[config.mk]
export PLATFORM = sky130hd
export DESIGN_NAME = d_mem_arbiter
export DESIGN_NICKNAME = d
export VERILOG_FILES = /design/src/rtl/d_mem_arbiter.sv
export SDC_FILE = /design/constraint.sdc
export NUM_CORES = 1
export LEC_CHECK = 0
export CAP_MARGIN = 20
export CORE_AREA = 10 10 111 113
export CTS_CLUSTER_DIAMETER = 60
export DETAILED_ROUTE_END_ITERATION = 10
export DIE_AREA = 0 0 121 123
export PLACE_DENSITY_LB_ADDON = 0.2
export REMOVE_ABC_BUFFERS = 1
export SLEW_MARGIN = 40
export SYNTH_ARGS = -nofsm -noshare
export SYNTH_HDL_FRONTEND = slang
export SYNTH_SLANG_ARGS = --single-unit
export TNS_END_PERCENT = 100
[constraint.sdc]
create_clock -name clock -period 1.75 [get_ports clock]
set_input_delay 0.4375 -clock clock [delete_from_list [all_inputs] [get_ports clock]]
set_output_delay 0.4375 -clock clock [all_outputs]
set_load 0.02 [all_outputs]
[src/rtl/d_mem_arbiter.sv]
// Shares the single data-memory/MMIO port between the core load/store path and the fabric agent.
// The core has priority, and a starvation counter forces a fabric grant.
module d_mem_arbiter #(
  parameter int unsigned STARVE_MAX = 4,
  parameter int unsigned CNT_W      = 3
) (
  input  logic        clock,
  input  logic        rst,
  // core load/store path
  input  logic        core_req_valid,
  input  logic        core_wren,
  input  logic [31:0] core_address,
  input  logic [3:0]  core_byteena,
  input  logic [31:0] core_data,
  output logic        core_stall,
  output logic        core_rd_valid,
  output logic [31:0] core_q,
  // fabric agent
  input  logic        fab_req_valid,
  output logic        fab_req_ready,
  input  logic        fab_wren,
  input  logic [31:0] fab_address,
  input  logic [3:0]  fab_byteena,
  input  logic [31:0] fab_data,
  output logic        fab_rsp_valid,
  output logic [31:0] fab_rsp_q,
  // d_mem_wrap side
  output logic [31:0] mem_address,
  output logic [3:0]  mem_byteena,
  output logic [31:0] mem_data,
  output logic        mem_rden,
  output logic        mem_wren,
  input  logic [31:0] mem_q
);

  typedef enum logic [1:0] {
    OwnNone = 2'd0,
    OwnCore = 2'd1,
    OwnFab  = 2'd2
  } owner_e;

  localparam logic [CNT_W-1:0] StarveMax = CNT_W'(STARVE_MAX);

  logic [CNT_W-1:0] starve_cnt_q, starve_cnt_d;
  owner_e           rd_owner_q, rd_owner_d;

  logic force_gnt;
  logic fab_gnt;
  logic core_gnt;

  // Grants are masked while reset is high so nothing reaches memory.
  always_comb begin
    force_gnt = !rst && fab_req_valid && (starve_cnt_q == StarveMax);
    fab_gnt   = force_gnt || (!rst && fab_req_valid && !core_req_valid);
    core_gnt  = !rst && core_req_valid && !fab_gnt;
  end

  always_comb begin
    fab_req_ready = fab_gnt;
    core_stall    = !rst && core_req_valid && !core_gnt;
  end

  always_comb begin
    mem_address = '0;
    mem_byteena = '0;
    mem_data    = '0;
    mem_rden    = 1'b0;
    mem_wren    = 1'b0;
    if (fab_gnt) begin
      mem_address = fab_address;
      mem_byteena = fab_byteena;
      mem_data    = fab_data;
      mem_rden    = !fab_wren;
      mem_wren    = fab_wren;
    end else if (core_gnt) begin
      mem_address = core_address;
      mem_byteena = core_byteena;
      mem_data    = core_data;
      mem_rden    = !core_wren;
      mem_wren    = core_wren;
    end
  end

  always_comb begin
    if (fab_gnt || !fab_req_valid) begin
      starve_cnt_d = '0;
    end else if (starve_cnt_q == StarveMax) begin
      starve_cnt_d = starve_cnt_q;
    end else begin
      starve_cnt_d = starve_cnt_q + CNT_W'(1);
    end
  end

  // Owner of the read issued this cycle; its data arrives on mem_q next cycle.
  always_comb begin
    rd_owner_d = OwnNone;
    if (fab_gnt && !fab_wren) begin
      rd_owner_d = OwnFab;
    end else if (core_gnt && !core_wren) begin
      rd_owner_d = OwnCore;
    end
  end

  always_ff @(posedge clock or posedge rst) begin
    if (rst) begin
      starve_cnt_q <= '0;
      rd_owner_q   <= OwnNone;
    end else begin
      starve_cnt_q <= starve_cnt_d;
      rd_owner_q   <= rd_owner_d;
    end
  end

  always_comb begin
    core_rd_valid = (rd_owner_q == OwnCore);
    fab_rsp_valid = (rd_owner_q == OwnFab);
    core_q        = core_rd_valid ? mem_q : 32'h0;
    fab_rsp_q     = fab_rsp_valid ? mem_q : 32'h0;
  end

endmodule
Yosys cells after proc, flatten, opt, wreduce, memory -nomap -nowiden:

Cells that the tools add are included.
Widths: inputs -> output; s select.

* equality and inequality tests: 4
* muxes and demuxes: 16
* reduce and logical (&&, ||, !) cells: 17
* add/subtract/negate cells: 1

Operators by type and width (number)
* $mux 32: 6
* $logic_and 1x1->1: 8
* $mux 4: 2
* $logic_not 1->1: 7
* $mux 3: 2
* $mux 1: 5
* $add 3x1->3 const B: 1
* $eq 3x3->1 const B: 1
* $eq 2x1->1 const B: 1
* $eq 2x2->1 const B: 1
* $logic_or 1x1->1: 2
* $mux 2: 1
* $ne 2x2->1 const B: 1

* word-level logic and storage cells: 40
* input bits: 174
* register bits after elaboration: 5

Logic depth before layout (Yosys ltp):

Gate-level depths: netlist (run 1).

* depth in word-level cells: 9
* depth in mapped cells: 7

Least setup slack after synthesis (run 1):

OpenSTA, ideal clock, no wires.

* path kind: flip-flop to output port
* from: register starve_cnt_q[0]
* to: output mem_wren
* cell stages (with the launch flop): 7
* setup slack: -377 ps
* arrival: 1690 ps
* data required time: 1312 ps
* cells stage by stage: dfrtp_1 -> inv_1 -> ha_1 -> nand2_2 -> a211oi_2 -> buf_2 -> mux2i_1

* word-level cells in the longest chain between the ends: 7

Ends and longest elaborated chain
* from (decl): RTL line 44 `logic [CNT_W-1:0] starve_cnt_q, starve_cnt_d;`
* from (signal assigned): RTL line 109 `starve_cnt_q <= starve_cnt_d;`
* $eq 3x3->1 (*): RTL line 53 `force_gnt = !rst && fab_req_valid && (starve_cnt_q == StarveMax);`
* $logic_and 1x1->1 (*): RTL line 53
* $logic_or 1x1->1 (*): RTL line 54 `fab_gnt = force_gnt || (!rst && fab_req_valid && !core_req_valid);`
* named net fab_req_ready: RTL line 20 `output logic fab_req_ready,`
* $logic_not 1->1: RTL line 55 `core_gnt = !rst && core_req_valid && !fab_gnt;`
* $logic_and 1x1->1: RTL line 55
* $mux 1: RTL line 75 `end else if (core_gnt) begin`
* $mux 1 (*): RTL line 69 `if (fab_gnt) begin`
* to (decl): RTL line 32 `output logic mem_wren,`

Mark *: on every way through the listed nets, which the timed path passes. The rest lies on a longest branch.

Worst setup path in the final report (run 1):

* from: register starve_cnt_q[0]
* to: output mem_data[6]

* word-level cells in the longest chain between the ends: 7

Ends and longest elaborated chain
* $eq 3x3->1 (*): RTL line 53
* $logic_and 1x1->1 (*): RTL line 53
* $logic_or 1x1->1 (*): RTL line 54
* $logic_not 1->1: RTL line 55
* $logic_and 1x1->1: RTL line 55
* $mux 32: RTL line 75
* $mux 32 (*): RTL line 69
* to (decl): RTL line 30 `output logic [31:0] mem_data,`

Mark *: on every way between the ends. The rest lies on a longest branch, timed or not.

==> results of run 1 <==
==> area by class of cell <==
type / instances / area [um2]
diodes: 1 / 2.50
clock buffers: 4 / 45.0
fillers: 920 / 4580
inverters: 6 / 22.5
multi-input cells: 152 / 1300
flip-flops and latches: 5 / 125
well taps: 136 / 170
repair buffers: 363 / 3890
==> critical path, cell delays in order, from the launching register on <==
cell and delay (ns):
dfrtp_1 0.39, inv_2 0.07, ha_4 0.14, nand2_4 0.07
a211oi_4 0.24, buf_12 0.18, buf_12 0.12, buf_8 0.10
a22o_1 0.15, buf_6 0.13
==> cells in the mapped netlist (2+ instances only) <==
cell and count:
a22o_1 69, and2_1 67, clkbuf_1 12, inv_1 6
buf_2 5, dfrtp_1 5, buf_6 4, nor3_1 3
ha_1 2, mux2i_1 2, nor2b_1 2
==> registers in the layout, indices dropped and copies added (netlist names) <==
register	flops
rd_owner_q	2
starve_cnt_q	3
==> stage by stage <==
| step | cells | total power [uW] |
|---|---|---|
| after detailed placement | 634 | 1330 |
| after global placement | 634 | 1320 |
| after CTS | 655 | 1670 |
| after floorplan | 163 | 518 |
| after global routing | 666 | 1800 |
| final | 667 | 1720 |
==> power by group through the flow <==
stage | registers [uW] | logic [uW] | clock network, uW
6_report | 132 | 1380 | 212
5_1_grt | 133 | 1450 | 225
4_1_cts | 131 | 1320 | 218
3_5_place_dp | 131 | 1200 | 0
3_3_place_gp | 130 | 1190 | 0
2_1_floorplan | 132 | 386 | 0
==> timing repair <==
item | in CTS | in global routing
gates cloned | 4 | 1
resized for setup | 739 | 137
setup endpoints to repair | 138 | 136
buffers inserted | 13 | 16
pin swaps | 23 | 27
==> cell families after synthesis <==
family                     count (synthesis)  share of synthesized area [%]
AOI/OAI and AO/OA                         72                           44.5
buffers and inverters                     28                           10.2
DFF                                        5                           8.80
adders and majority gates                  2                           1.76
xor gates and xnor gates                   1                          0.616
muxes                                      2                           1.41
and+or+nand+nor                           75                           32.7
==> metal layers <==
layer,GRT usage (%),routed length [um]
met5,0,0
met4,4.00,206
met3,8.48,1740
met2,35.1,8130
met1,16.0,4870
==> cells in the final DEF (no fill, tap or decap), drive strengths merged <==
master         count
mux2i              2
o211a              1
nor2b              2
nand3              1
a211oi             1
a22o              69
clkbuf             5
dfrtp              5
xnor2              1
dlygate4sd2        3
o21ai              1
and2              67
ha                 2
nor3               3
clkdlybuf4s50    170
diode              1
nand2              1
inv                6
buf              189
nand3b             1
==> final timing paths <==
check | start | to | slack [ns] | depth (start not counted)
max | starve_cnt_q[0] | mem_data[6] | -0.50 | 9
min | rst | starve_cnt_q[1] | 0.41 | 3
max reg2reg | starve_cnt_q[0] | starve_cnt_q[0] | 0.18 | 9
min reg2reg | starve_cnt_q[2] | starve_cnt_q[2] | 0.76 | 4
max in group asynchronous | rst | rd_owner_q[1] | 1.23 | 3
min in group clock | starve_cnt_q[2] | starve_cnt_q[2] | 0.76 | 4
==> results by group, run 1 <==
Synth
  – Mean Syn Cell Area: 7.68 um2
  – Top-area cell type share of the netlist area: 42.5%
  – Post-synthesis sequential area ratio: 8.80%
  – Synth Instances: 185
  – Yosys cell types: 19
  – Mapped Area: 0.00142 mm2
  – Post-synth ARST share: 100%
  – Top cell type by total area after synthesis: a22o_1
  – Synthesized flop and latch total: 5
  – EDFF count, synth: 0
  – Ys flop type: dfrtp_1
  – Ranking of synthesized cells by area: a22o_1, and2_1, dfrtp_1
  – Total number of yosys warnings: 0

Pwr
  – NetSw: 591 uW
  – Seq pwr share: 7.7%
  – Static leakage: 0.00256 uW
  – Clock power share: 12.3%
  – Pint: 1130 uW
  – Sw Ratio: 34.4%
  – Combinational Power Share: 80.0%
  – Power Density: 309 mW/mm2
  – Worst vdd ir: 0.154 mV

Place
  – Post-place setup slack: -1.05 ns
  – DP HPWL: 12400 um
  – I/O Buffers: 311
  – Gpl congestion: 0.824
  – Placement Cell Area: 0.00486 mm2

Critical path
  – WP data arrival: 1.81 ns
  – Critical path endpoint category: output pin
  – Crit-path max FO: 7
  – Worst EP required: 1.31 ns
  – Setup Crit Path Kind: flop to output pin
  – Crit start category: flop

Job
  – Max-cap violations: 0

Worst hold path
  – Min-Delay Path Class: input port to async pin

Detailed routing
  – Router iterations before antenna repair: 4
  – Total wire length: 14900 um
  – Via count: 2881
  – Iteration-0 DRC Markers: 74
  – DRT antenna net count: 0
  – Average routed wire per standard cell: 22.4 um
  – Vias/cell: 4.32
  – Remaining DRCs: 0

STA
  – Setup tns final: -32.80 ns
  – Period utilization: 128%
  – Worst slew pin tran: 0.216 ns
  – Fin. Hold Viols: 0
  – Final setup viols: 107
  – Fin crit period: 2.25 ns
  – Fin worst setup slack: -0.499 ns
  – Fmax: 0.445 GHz
  – Max-slew headroom at the worst pin: 85.5%
  – RSZ-0062 raised after global routing: true
  – Final Skew: 0.000160 ns
  – Final hold slack: 0.406 ns
  – Slew Viols, Final: 0

Clocking
  – Cts bufs inserted: 3
  – Clock latency on the worst-skew pair: 0.22 ns
  – CTS sink cnt: 5
  – Root buffer cell: clkbuf_8
  – H-tree levels: 1
  – CTS max path bufs: 2
  – Hold buffer count at cts: 0
  – Clock slew at reported path FFs: 0.03 ns
  – TritonCTS clock tree: yes

Finish
  – Layout cells sized above 1: 45.5%
  – Design Area, Final: 0.00556 mm2
  – Final Net Count: 707
  – Area Growth Syn to Fin: 291%
  – Final core utilization: 54.9%

Global route
  – Gr usage total: 17.8%
  – GR Overflow Total: 0
  – Vias in the first global route: 3168
  – Largest net degree at the start of global routing: 33
  – First-pass GRT wire length: 20500 um
  – Initial antenna violation count: 0

Die
  – DIE HEIGHT: 123 um
  – Core ar.: 0.0101 mm2
  – Cell row count: 37
  – Die area: 0.0149 mm2
  – IO Pins: 312
  – Width of the die: 121 um
  – Starting density of the core: 14.0%

Outcome
  – Status: complete, but fails checks
  – Failing checks: setup timing
Power figures use the tool's default switching activity.
==> run 2, diff against run 1 <==
--- a/config.mk
+++ b/config.mk
@@ -6,13 +6,13 @@
 export NUM_CORES = 1
 export LEC_CHECK = 0
 export CAP_MARGIN = 20
-export CORE_AREA = 10 10 111 113
+export CORE_AREA = 10 10 112 114
 export CTS_CLUSTER_DIAMETER = 60
 export DETAILED_ROUTE_END_ITERATION = 10
-export DIE_AREA = 0 0 121 123
+export DIE_AREA = 0 0 122 124
 export PLACE_DENSITY_LB_ADDON = 0.2
+export RECOVER_POWER = 100
 export REMOVE_ABC_BUFFERS = 1
-export SLEW_MARGIN = 40
 export SYNTH_ARGS = -nofsm -noshare
 export SYNTH_HDL_FRONTEND = slang
 export SYNTH_SLANG_ARGS = --single-unit
==> constraint.sdc (replaced) <==
create_clock -name clock -period 2.2 [get_ports clock]
set_input_delay 0.55 -clock clock [delete_from_list [all_inputs] [get_ports clock]]
set_output_delay 0.55 -clock clock [all_outputs]
set_load 0.02 [all_outputs]
==> results by group, run 2 (synthesis gave the netlist of run 1 again) <==
Global route
  – Largest net degree at the start of global routing: 34
  – Vias in the first global route: 3060
  – Initial antenna violation count: 1
  – First-pass GRT wire length: 19800 um
  – GR Overflow Total: 0
  – Gr usage total: 17.2%

Finish
  – Layout Cells excl Fill: 672
  – Filler cells: 962
  – Most frequent cells in the layout: clkdlybuf4s50_1, buf_6, a22o_1
  – Top flop regs: starve_cnt_q: 3 flops, rd_owner_q: 2 flops
  – Most common cell after layout, fill and taps aside: clkdlybuf4s50_1
  – Most flops, register: starve_cnt_q
  – Final Net Count: 713
  – Layout cells sized above 1: 26.1%
  – Diodes inserted: 0
  – Final core utilization: 53.8%
  – Largest register FFs: 3
  – Area Growth Syn to Fin: 287%

Critical path
  – WP data arrival: 2.08 ns
  – Setup crit start: starve_cnt_q[0]
  – Worst EP required: 1.65 ns
  – Setup Crit Path Kind: flop to output pin
  – Crit start category: flop
  – Critical path endpoint category: output pin
  – Reg2Reg Launch Point: starve_cnt_q[0]
  – Crit-path max FO: 5

STA
  – Final Skew: 0.00181 ns
  – Worst slew pin tran: 0.318 ns
  – Period utilization: 119%
  – Fin. Hold Viols: 0
  – Fin crit period: 2.63 ns
  – Fin worst setup slack: -0.426 ns
  – Final setup viols: 72
  – Max-slew headroom at the worst pin: 78.8%
  – RSZ-0062 raised after global routing: true
  – Fmax: 0.381 GHz
  – Slew Viols, Final: 0

Place
  – DP HPWL: 12100 um
  – Placed instance count: 627
  – Gpl congestion: 0.846
  – I/O Buffers: 311

Detailed routing
  – Average routed wire per standard cell: 22.4 um
  – Remaining DRCs: 0
  – DRT antenna net count: 0
  – Via count: 2924
  – Vias/cell: 4.35
  – Router iterations before antenna repair: 4
  – Total wire length: 15000 um
  – Iteration-0 DRC Markers: 70

Pwr
  – Power Density: 249 mW/mm2
  – Combinational Power Share: 80.3%
  – NetSw: 470 uW
  – Sw Ratio: 34.3%
  – Static leakage: 0.00269 uW
  – Worst vdd ir: 0.136 mV
  – Pint: 899 uW
  – Clock power share: 12.1%
  – Seq pwr share: 7.6%

Clocking
  – Clock latency on the worst-skew pair: 0.22 ns
  – CTS max path bufs: 2
  – Cts bufs inserted: 3
  – CTS sink cnt: 5
  – Hold buffer count at cts: 0
  – H-tree levels: 1
  – Clock slew at reported path FFs: 0.04 ns
  – TritonCTS clock tree: yes
  – Root buffer cell: clkbuf_8

Die
  – Width of the die: 122 um
  – Core ar.: 0.0102 mm2
  – Cell row count: 37
  – DIE HEIGHT: 124 um
  – Die area: 0.0151 mm2
  – Starting density of the core: 13.9%
  – IO Pins: 312

Outcome
  – Failing checks: setup timing
  – Status: complete, but fails checks

Job
  – Max-cap violations: 0

Worst hold path
  – Min-Delay Path Class: input port to async pin
-- run 2: changes by cell type in the layout (fill, tap and decap cells not counted), moves of 4 or more --
cell           delta
dlygate4sd2_1    +63
buf_6            -53
and2_4           -37
and2_1           +37
buf_16            +4
buf_4            -13
-- run 2: worst max-delay path, cell delays in order, from the launching register on --
cell and delay [ns]:
dfrtp_1 0.37, inv_2 0.07, ha_4 0.14, nand2_4 0.06, buf_6 0.12, o211a_4 0.25
buf_12 0.14, buf_12 0.14, buf_16 0.13, buf_6 0.11, a22o_1 0.18, buf_6 0.13
-- run 2: repair_timing --
| action | in CTS | in global routing |
|---|---|---|
| buffers inserted | 24 | 13 |
| pin swaps | 17 | 31 |
| gates cloned | 8 | 4 |
| hold endpoints to repair | 0 | 0 |
| resized for setup | 480 | 34 |
| endpoints found under the setup margin | 136 | 72 |
-- run 2: area by class of cell --
class	count	area (um2)	share of cell area [%]
repair buffers	369	3960	71.9
multi-input cells	152	1190	21.5
well taps	136	170	3.09
flip-flops and latches	5	125	2.27
clock buffers	4	45.0	0.818
inverters	6	22.5	0.409
-- run 2: routing by layer --
metal,GRT usage [%],wire (um),vias up,share of wire (%)
li1,-,-,1391,-
met1,15.5,4830,1331,32
met2,33.5,8000,190,53
met3,9.46,2090,10,14
met4,2.16,106,2,0.71
met5,0,13,-,0.086
-- run 2: path summary, 6_finish.rpt --
| path | cells after the start | slack (ns) | end |
|---|---|---|---|
| min in group clock | 3 | 0.64 | starve_cnt_q[2] |
| min reg2reg | 3 | 0.64 | starve_cnt_q[2] |
| max reg2reg | 10 | 0.57 | starve_cnt_q[0] |
| max | 11 | -0.43 | mem_address[30] |
| min | 3 | 0.58 | starve_cnt_q[1] |
| max in group asynchronous | 3 | 1.38 | rd_owner_q[0] |
-- run 2: power by group through the flow --
stage,clock [uW],sequential (uW),combinational (uW)
6_report,166,104,1100
5_1_grt,176,104,1150
4_1_cts,169,103,1060
3_5_place_dp,0,104,929
3_3_place_gp,0,104,924
2_1_floorplan,0,105,307
-- run 2: stage by stage --
step                setup WS (ns)  hold WS, ns  instance area [um2]  total power [uW]  TNS [ns]
finish                     -0.426        0.579                 5510              1370    -22.75
global route               -0.493        0.619                 5510              1430    -27.90
CTS                        -0.515        0.515                 5340              1340    -26.85
detailed placement         -0.817        0.597                 4740              1030    -58.87
global placement           -0.793        0.591                 4740              1030    -57.23
floorplan                   -2.29        0.345                 1300               412   -160.45
